File: src/rtl/axi_pkg.sv
// Shared AXI read-arbiter types and constants.
// Widths, burst encodings and FSM state type.
package axi_pkg;

  localparam int ID_W   = 4;
  localparam int ADDR_W = 32;
  localparam int DATA_W = 32;
  localparam int LEN_W  = 8;

  localparam logic [1:0] BURST_FIXED = 2'b00;
  localparam logic [1:0] BURST_INCR  = 2'b01;
  localparam logic [1:0] BURST_WRAP  = 2'b10;

  typedef enum logic [1:0] {
    IDLE = 2'd0,
    ADDR = 2'd1,
    DATA = 2'd2
  } arb_state_t;

  typedef struct packed {
    logic [ID_W-1:0]   id;
    logic [ADDR_W-1:0] addr;
    logic [LEN_W-1:0]  len;
    logic [2:0]        size;
    logic [1:0]        burst;
  } ar_t;

endpackage

File: src/rtl/rr_arbiter2.sv
// Two-way round-robin grant.
// The requester not granted last wins a tie.
module rr_arbiter2
  import axi_pkg::*;
(
  input  logic       clk,
  input  logic       rst,
  input  logic [1:0] req,
  input  logic       en,
  output logic [1:0] gnt,
  output logic       idx
);

  logic last;

  // pick a winner: lone requester, else the one not served last
  always_comb begin
    idx = 1'b0;
    gnt = 2'b00;
    if (req == 2'b11) idx = ~last;
    else              idx = req[1];
    if (|req) gnt = idx ? 2'b10 : 2'b01;
  end

  // remember who was served; reset favours s0 on the first tie
  always_ff @(posedge clk or posedge rst) begin
    if (rst)             last <= 1'b1;
    else if (en && |req) last <= idx;
  end

endmodule

File: src/rtl/axi_read_arbiter.sv
// Two-requester AXI read arbiter, one read outstanding.
// AR is registered; R is routed combinationally.
module axi_read_arbiter
  import axi_pkg::*;
(
  input  logic              clk,
  input  logic              rst,
  input  logic [ID_W-1:0]   s0_arid,
  input  logic [ADDR_W-1:0] s0_araddr,
  input  logic [LEN_W-1:0]  s0_arlen,
  input  logic [2:0]        s0_arsize,
  input  logic [1:0]        s0_arburst,
  input  logic              s0_arvalid,
  output logic              s0_arready,
  output logic [ID_W-1:0]   s0_rid,
  output logic [DATA_W-1:0] s0_rdata,
  output logic [1:0]        s0_rresp,
  output logic              s0_rlast,
  output logic              s0_rvalid,
  input  logic              s0_rready,
  input  logic [ID_W-1:0]   s1_arid,
  input  logic [ADDR_W-1:0] s1_araddr,
  input  logic [LEN_W-1:0]  s1_arlen,
  input  logic [2:0]        s1_arsize,
  input  logic [1:0]        s1_arburst,
  input  logic              s1_arvalid,
  output logic              s1_arready,
  output logic [ID_W-1:0]   s1_rid,
  output logic [DATA_W-1:0] s1_rdata,
  output logic [1:0]        s1_rresp,
  output logic              s1_rlast,
  output logic              s1_rvalid,
  input  logic              s1_rready,
  output logic [ID_W-1:0]   arid,
  output logic [ADDR_W-1:0] araddr,
  output logic [LEN_W-1:0]  arlen,
  output logic [2:0]        arsize,
  output logic [1:0]        arburst,
  output logic [1:0]        arlock,
  output logic [3:0]        arcache,
  output logic [2:0]        arprot,
  output logic              arvalid,
  input  logic              arready,
  input  logic [ID_W-1:0]   rid,
  input  logic [DATA_W-1:0] rdata,
  input  logic [1:0]        rresp,
  input  logic              rlast,
  input  logic              rvalid,
  output logic              rready,
  output logic              busy,
  output logic              len_err
);

  arb_state_t       state, nxt;
  ar_t              ar_q;
  logic             gnt_q;
  logic [LEN_W-1:0] cnt;
  logic [1:0]       req;
  logic [1:0]       gnt;
  logic             gnt_idx;
  logic             arb_en;
  logic             r_hs;

  assign req    = {s1_arvalid, s0_arvalid};
  assign arb_en = (state == IDLE);
  assign r_hs   = (state == DATA) && rvalid && rready;

  rr_arbiter2 u_rr (
    .clk (clk),
    .rst (rst),
    .req (req),
    .en  (arb_en),
    .gnt (gnt),
    .idx (gnt_idx)
  );

  assign arid    = ar_q.id;
  assign araddr  = ar_q.addr;
  assign arlen   = ar_q.len;
  assign arsize  = ar_q.size;
  assign arburst = ar_q.burst;
  assign arlock  = 2'b00;
  assign arcache = 4'b0000;
  assign arprot  = 3'b000;

  assign s0_rid   = rid;
  assign s0_rdata = rdata;
  assign s0_rresp = rresp;
  assign s0_rlast = rlast;
  assign s1_rid   = rid;
  assign s1_rdata = rdata;
  assign s1_rresp = rresp;
  assign s1_rlast = rlast;

  assign busy = (state != IDLE);

  // state register
  always_ff @(posedge clk or posedge rst) begin
    if (rst) state <= IDLE;
    else     state <= nxt;
  end

  // next state and handshake steering
  always_comb begin
    nxt        = state;
    s0_arready = 1'b0;
    s1_arready = 1'b0;
    arvalid    = 1'b0;
    rready     = 1'b0;
    s0_rvalid  = 1'b0;
    s1_rvalid  = 1'b0;
    unique case (state)
      IDLE: begin
        s0_arready = gnt[0];
        s1_arready = gnt[1];
        if (|req) nxt = ADDR;
      end
      ADDR: begin
        arvalid = 1'b1;
        if (arready) nxt = DATA;
      end
      DATA: begin
        if (gnt_q) begin
          s1_rvalid = rvalid;
          rready    = s1_rready;
        end else begin
          s0_rvalid = rvalid;
          rready    = s0_rready;
        end
        if (rvalid && rready && rlast) nxt = IDLE;
      end
      default: nxt = IDLE;
    endcase
  end

  // latch AR, count beats, flag burst-length mismatches
  always_ff @(posedge clk or posedge rst) begin
    if (rst) begin
      ar_q    <= '0;
      gnt_q   <= 1'b0;
      cnt     <= '0;
      len_err <= 1'b0;
    end else begin
      if (arb_en && |req) begin
        gnt_q <= gnt_idx;
        if (gnt_idx)
          ar_q <= '{s1_arid, s1_araddr, s1_arlen,
                    s1_arsize, s1_arburst};
        else
          ar_q <= '{s0_arid, s0_araddr, s0_arlen,
                    s0_arsize, s0_arburst};
      end
      if (state == ADDR && arready) cnt <= '0;
      if (r_hs) begin
        cnt <= cnt + 1'b1;
        if ((rlast && cnt != ar_q.len) ||
            (!rlast && cnt == ar_q.len))
          len_err <= 1'b1;
      end
    end
  end

endmodule
File: config.mk
export PLATFORM = sky130hd
export DESIGN_NAME = axi_read_arbiter
export DESIGN_NICKNAME = d
export VERILOG_FILES = /design/src/rtl/axi_pkg.sv /design/src/rtl/rr_arbiter2.sv /design/src/rtl/axi_read_arbiter.sv
export SDC_FILE = /design/constraint.sdc
export NUM_CORES = 1
export LEC_CHECK = 0
export BUFFER_PORTS_ARGS = -buffer_cell sky130_fd_sc_hd__buf_4
export CELL_PAD_IN_SITES_DETAIL_PLACEMENT = 0
export CELL_PAD_IN_SITES_GLOBAL_PLACEMENT = 2
export CORE_UTILIZATION = 19
export DETAILED_ROUTE_END_ITERATION = 8
export PLACE_DENSITY_LB_ADDON = 0.1
export RECOVER_POWER = 50
export SETUP_SLACK_MARGIN = 0.05
export SLEW_MARGIN = 25
export SYNTH_ARGS = -nofsm -noshare
export SYNTH_HDL_FRONTEND = slang
export SYNTH_SLANG_ARGS = --single-unit
File: constraint.sdc
create_clock -name clk -period 1.65 [get_ports clk]
set_input_delay 0.0825 -clock clk [delete_from_list [all_inputs] [get_ports clk]]
set_output_delay 0.0825 -clock clk [all_outputs]
set_load 0.01 [all_outputs]
==> key figures, run 1 <==
Timing
  • # setup viols final: 0
  • Slew Viols, Final: 0
  • Worst Tran Pin Value: 0.944 ns
  • Crit path time final: 1.53 ns
  • Post-route clock skew: around 0.0062 ns
  • F_max: ~0.65 GHz
  • RSZ-0062 raised after global routing: true
  • Final period utilization: 0.928
  • Setup tns final: 0 ns
  • Final WS setup: 0.119 ns
  • Relative slew slack: 0.370
  • Total count of hold-check failures in the final report: 0

Critical path
  • Crit Path Max Fanout: 18
  • R2r startpoint: cnt[5]
  • Crit path DAT: 1.45 ns
  • Required time worst endpoint: between 1.5 and 2 ns
  • Kind of end point of the critical path: output port
  • Startpoint Class: flop
  • Worst R2R Setup Slack: 0.12 ns
  • Setup CP Type: flop to output port
  • Worst Setup SP: u_rr.last

GRT
  • Gr usage total: 0.107
  • Largest net degree at the start of global routing: 63
  • Global route overflow: 0
  • Global-route wire length before repair: around 16000 um
  • Vias in the first global route: roughly 2900
  • Initial antenna violation count: 0

Logic synthesis
  • Post-synth EDFFs: 0
  • Asr flop ratio synth: 1.00
  • Leading area contributor after synthesis: dfrtp_1
  • Synthesized netlist cell count: between 300 and 400
  • Mapped cell area: 3660 um^2
  • Netlist cell types: 36
  • Main flop type after synthesis: dfrtp_1
  • Post-synthesis sequential area ratio: 0.425
  • Syn Area/Cell: about 9.6 um^2
  • FF+latch count, synth: 62
  • Area share of the largest cell type after synthesis: 0.418
  • Synth area leaders: dfrtp_1 42%, buf_4 18%, mux2i_1 14%
  • Syn. warnings: 0

Drt
  • DR pass1 iterations: 4
  • Vias post-DR: 2756
  • DRT iter0 DRCs: 85
  • Routed WL: 10100 um
  • DR WL/cell: 14.2 um
  • Detail Route Antenna Nets: 0
  • Drt drc: 0
  • DR vias/cell: ~3.9

Die
  • Core Box Area: ~19000 um^2
  • Die height: 141 um
  • Die width: between 100 and 150 um
  • # IOs: 289
  • Core Rows: 50
  • Starting Density: 0.195
  • Die ar.: 19800 um^2

Placement
  • Final HPWL from detailed placement: ~7600 um
  • Gp weighted congestion: between 0.6 and 0.7
  • Setup WS pre-CTS: approximately 0.072 ns
  • I/O Buffers: roughly 170
  • Area after DPL: about 4600 um^2

CTS
  • Clk buf depth: 2
  • # H-tree levels: 3
  • CTS tree: built
  • Clk root buf: clkbuf_16
  • Clk slew on worst S/H paths: about 0.050 ns
  • Inserted Clock Buffers: 9
  • Sink Count: 62
  • Clock Latency Late Sink: approximately 0.33 ns

Layout
  • Final Cell Area: 4950 um^2
  • Final core occ: 0.264
  • Layout cells sized above 1: 0.427
  • # diodes: 0
  • Layout Nets: just over 600
  • P&R area growth vs syn: 35.3%

Outcome
  • Outcome: finished, final reports clean

Worst hold path
  • Hold Crit Start: s0_araddr[13]
  • Min-Delay Path Class: input port to flop

Power and ir drop
  • Pwr Density: between 1500 and 2000 nW/um^2
  • Pleak: around 0.0025 uW
  • Peak supply drop: ~0.00042 V

Job
  • Max-cap violations: 0
synth_stat cells (2+ instances only):
master / n
a21o_1: 2
o21ai_0: 55
dfrtp_1: 61
clkbuf_1: 6
inv_1: 5
nor3_1: 2
mux2i_1: 52
and3_2: 2
nand4_1: 2
buf_2: 6
buf_1: 3
nand2b_1: 2
nor2_1: 6
nand3b_1: 2
nand2_1: 58
buf_4: 89
xor2_1: 8
sequential cells by signal (all words and copies together), names as in the netlist:
name	flops
cnt	8
gnt_q	1
u_rr.last	1
len_err	1
arburst	2
araddr	32
state	2
arid	4
arsize	3
arlen	8
worst max-delay path, cell delays in order, from the launching register on:
cell and delay [ns]:
dfstp_2 0.55, a21boi_4 0.07, buf_12 0.17, and2_4 0.18
buf_4 0.15
placed cells by master, fill, tap and decap left out, types with 2 or more instances in the layout:
master         Yosys  layout
nor4_2             1       2
clkbuf_1           6       5
conb_1             1       9
a21o_1             2       2
dfrtp_2            0       2
buf_4             89     173
nand4_1            2       2
clkinv_2           0       2
dfrtp_1           61      59
clkbuf_16          0       9
inv_1              5       4
buf_12             0       3
nor2_1             6       5
nor3_1             2       2
and3_2             2       2
nand2b_1           2       2
nor2_4             1       2
dlygate4sd3_1      0       2
nand2_1           58      58
xor2_1             8       8
nand3b_1           2       2
mux2i_1           52      52
o21ai_0           55      55
logic make-up after synthesis:
| family | count (synthesis) | synth area share |
|---|---|---|
| buffers and inverters | 109 | 0.205 |
| adders and majority gates | 1 | 0.00342 |
| muxes | 54 | 0.152 |
| DFF | 62 | 0.425 |
| xor gates and xnor gates | 9 | 0.0216 |
| AOI/OAI and AO/OA | 65 | 0.0975 |
| and+or+nand+nor | 79 | 0.0948 |
| other | 1 | 0.00103 |
per-stage QoR:
stage          hold slack [ns]  power (uW)  instances
2_1_floorplan            0.190        4460        388
6_report                0.0362        7760        714
3_5_place_dp             0.165        6120        695
3_3_place_gp             0.165        6090        695
5_1_grt                 0.0498        8430        714
4_1_cts                 0.0238        7900        711
path summary, 6_finish.rpt:
check                           cells past startpoint    endpoint
worst max-delay path                                4  s1_arready
worst min-delay path                                3  araddr[13]
worst max register to register                      4     len_err
worst min register to register                      2  araddr[15]
max in group asynchronous                           4    state[0]
min in group asynchronous                           4  araddr[10]
report_power, final:
part	switching [uW]	internal [uW]	total (uW)
Clock	658	1030	1690
Sequential	450	2210	2660
Combinational	1720	1680	3410
per-layer routing:
metal  wire (um)  vias up  global-route usage
li1            -     1366                   -
met1        4260     1260               0.130
met3         699       22              0.0336
met4         235        0              0.0578
met5           0        -                   0
met2        4930      108               0.170
area by class of cell:
cell class / count / area [um^2]
Timing Repair Buffer: 182 / 1400
Sequential cell: 62 / 1560
Fill cell: 2063 / 13800
Clock inverter: 2 / 10.0
Inverter: 5 / 22.5
Tap cell: 234 / 293
Clock buffer: 12 / 246
Multi-Input combinational cell: 217 / 1420
timing repair:
item,CTS,global route
endpoints found under the setup margin,2,5
setup buffers,0,3
cloned,0,0
gates resized for setup,3,3
pin swaps,0,4
endpoints found under the hold margin,62,0
hold buffers,2,0
(Power assumes the default switching activity.)
==> inputs of run 2 (changes only) <==
Settings changed: CORE_MARGIN set to 2, CTS_BUF_LIST set to sky130_fd_sc_hd__clkbuf_16, SLEW_MARGIN 25 to 10.
==> run 2 against run 1 <==
Compared with the run above: hold slack about the same; routed wire length up 6.1%; register-to-register slack better by 0.02 ns; final cell count up 1.4%; global-route usage down 0.098 points; combinational power up 13%; sequential share of layout area down 1.2 points; clock skew down 0.0011 ns; die area up 2.9%; maximum frequency down 2.5%; critical path depth up 1; setup slack worse by 0.040 ns; critical endpoint is now s0_arready; largest cell class unchanged; largest power group unchanged.
==> key figures, run 2 (synthesis results as in run 1) <==
Power and ir drop
  • Peak supply drop: 0.000440 V (+5.7%)
  • Pleak: 0.00259 uW (+4.6%)
  • Net switching power: 2970 uW (+5.1%)
  • Clk pwr share: 0.234 (+0.016)
  • Register share of total power: 0.311 (-0.032)
  • Pwr Density: 1640 nW/um^2 (+4.7%)
  • Sw frac: 0.352 (-0.0127)
  • Pint: 5470 uW (+11%)
  • Combinational share of power: 0.455 (+0.016)

Layout
  • Fin cells: 724 (+1.4%)
  • Most frequent cells in the layout: 175 x buf_4, 61 x dfrtp_1, 58 x nand2_1
  • Most common cell after layout, fill and taps aside: buf_4
  • # diodes: 0 (unchanged)
  • FILL cells: 2028 (-1.7%)
  • Layout Nets: 631 (+1.3%)
  • P&R area growth vs syn: 40.7%
  • Final Cell Area: 5140 um^2 (+4.0%)
  • Layout cells sized above 1: 0.433 (+0.00557)
  • Number of flip-flops in the largest register: 32 (unchanged)

Placement
  • Area after DPL: 4660 um^2 (+0.43%)
  • I/O Buffers: 165 (unchanged)
  • Placed cell count: 696 (+0.14%)
  • Final HPWL from detailed placement: 7870 um (+2.9%)
  • Gp weighted congestion: 0.677 (-1.0%)

Die
  • Core Rows: 50 (unchanged)
  • Core Box Area: 18800 um^2 (unchanged)
  • Starting Density: 0.195 (unchanged)
  • Die width: 143 um (+1.4%)
  • Die ar.: 20400 um^2 (+2.9%)
  • # IOs: 289 (unchanged)
  • Die height: 143 um (+1.4%)

Timing
  • F_max: 0.637 GHz (-2.5%)
  • Post-route clock skew: 0.00515 ns (-0.00107 ns)
  • Slew Viols, Final: 0 (unchanged)
  • Relative slew slack: 0.369 (-0.000938)
  • RSZ-0062 raised after global routing: true
  • Worst Tran Pin Value: 0.946 ns (+0.00141 ns)
  • Total count of hold-check failures in the final report: 0 (unchanged)
  • Crit path time final: 1.57 ns (+0.0397 ns)
  • Setup tns final: 0 ns (unchanged)
  • Hold_ws: 0.0365 ns (+0.000347 ns)
  • # setup viols final: 0 (unchanged)
  • Final period utilization: 0.952 (+0.0240)

GRT
  • Gr busiest metal: met2
  • Global-route wire length before repair: 16300 um (+2.6%)
  • Vias in the first global route: 2904 (+1.1%)
  • Initial antenna violation count: 0 (unchanged)
  • Global route overflow: 0 (unchanged)
  • GRT met1 Usage: 0.129 (-0.00104)
  • Gr usage total: 0.106 (-0.000980)
  • Met3 Use GR: 0.0309 (-0.00278)
  • Met2 usage: 0.172 (+0.00213)
  • Largest net degree at the start of global routing: 49 (-22%)

Drt
  • Detail Route Antenna Nets: 0 (unchanged)
  • DR vias/cell: 3.89 (+0.84%)
  • DR pass1 iterations: 4 (unchanged)
  • DR WL/cell: 14.8 um (+4.6%)
  • Routed WL: 10700 um (+6.1%)
  • Vias post-DR: 2818 (+2.2%)
  • DRT iter0 DRCs: 66 (-22%)
  • Drt drc: 0 (unchanged)

CTS
  • CTS tree: built
  • Inserted Clock Buffers: 9 (unchanged)
  • Clk root buf: clkbuf_16
  • Clock Latency Late Sink: 0.33 ns (about the same)
  • Clk slew on worst S/H paths: 0.05 ns (about the same)
  • # H-tree levels: 3 (unchanged)
  • Clk buf depth: 2 (unchanged)
  • Sink Count: 62 (unchanged)

Job
  • Max-cap violations: 0 (unchanged)

Critical path
  • Setup CP Type: flop to output port
  • Crit path top cell by count: buf_4
  • Required time worst endpoint: 1.57 ns (about the same)
  • Crit Path Max Fanout: 28 (+10)
  • Slowest CP cell: dfstp_2
  • Critical path's largest stage delay: 0.56 ns (about the same)
  • Buffers & Inverters on Critical Path: 3 (+1)
  • Crit path DAT: 1.49 ns (+0.04 ns)
  • Startpoint Class: flop
  • Kind of end point of the critical path: output port
  • CP Cell Sequence: a21boi_4, buf_4, buf_12, nor2_2, buf_4
  • Delay-heaviest family, CP: flip-flops

Worst hold path
  • Min-Delay Path Class: input port to flop

Outcome
  • Outcome: finished, final reports clean
==> run 2: through the flow <==
step           setup slack (ns)  total power, uW  utilization
2_1_floorplan             0.200             4460            -
3_3_place_gp             0.0429             6180        0.248
3_5_place_dp             0.0808             6190        0.248
4_1_cts                  0.0446             8450        0.270
5_1_grt                  0.0228             9120        0.274
6_report                 0.0792             8440        0.274
==> run 2: power groups by stage <==
stage	registers [uW]	clock network [uW]	logic, uW
global route	2730	2140	4250
detailed placement	2650	0	3540
CTS	2640	2070	3740
finish	2630	1980	3840
floorplan	2890	0	1570
global placement	2620	0	3560
==> run 2: routing by layer <==
layer  share of wire  vias to the layer above
met4           0.020                        0
met5               0                        -
met1            0.42                     1299
met3           0.069                       20
met2            0.49                      106
li1                -                     1393
==> run 2: final cells by class <==
class / instances / area (um^2) / share of cell area
flip-flops and latches: 62 / 1550 / 0.302
repair buffers: 190 / 1550 / 0.300
multi-input cells: 217 / 1420 / 0.277
well taps: 234 / 293 / 0.0569
clock buffers: 9 / 225 / 0.0438
clock inverters: 7 / 80.1 / 0.0156
inverters: 5 / 22.5 / 0.00438
==> run 2: repair_timing <==
item                                    CTS  global route
hold buffers                              2             0
pin swaps                                 1             1
resized for setup                         2             4
hold endpoints to repair                 62             0
endpoints found under the setup margin    2             4
setup buffers                             2             5
gates cloned                              2             1
==> run 2: final timing paths <==
check / startpoint / end / slack [ns] / depth (start not counted)
setup / recovery: u_rr.last / s0_arready / 0.08 / 5
hold / removal: s0_araddr[4] / araddr[4] / 0.04 / 3
setup reg to reg: cnt[2] / len_err / 0.14 / 4
hold reg to reg: araddr[22] / araddr[22] / 0.48 / 2
max in group asynchronous: rst / state[0] / 0.42 / 4
min in group asynchronous: rst / araddr[15] / 0.54 / 4
==> run 2: worst min-delay path, delay by kind of cell <==
family | cells | cell delay [ns]
AOI/OAI and AO/OA | 1 | 0.12
buffers and inverters | 1 | 0.07
muxes | 1 | 0.05
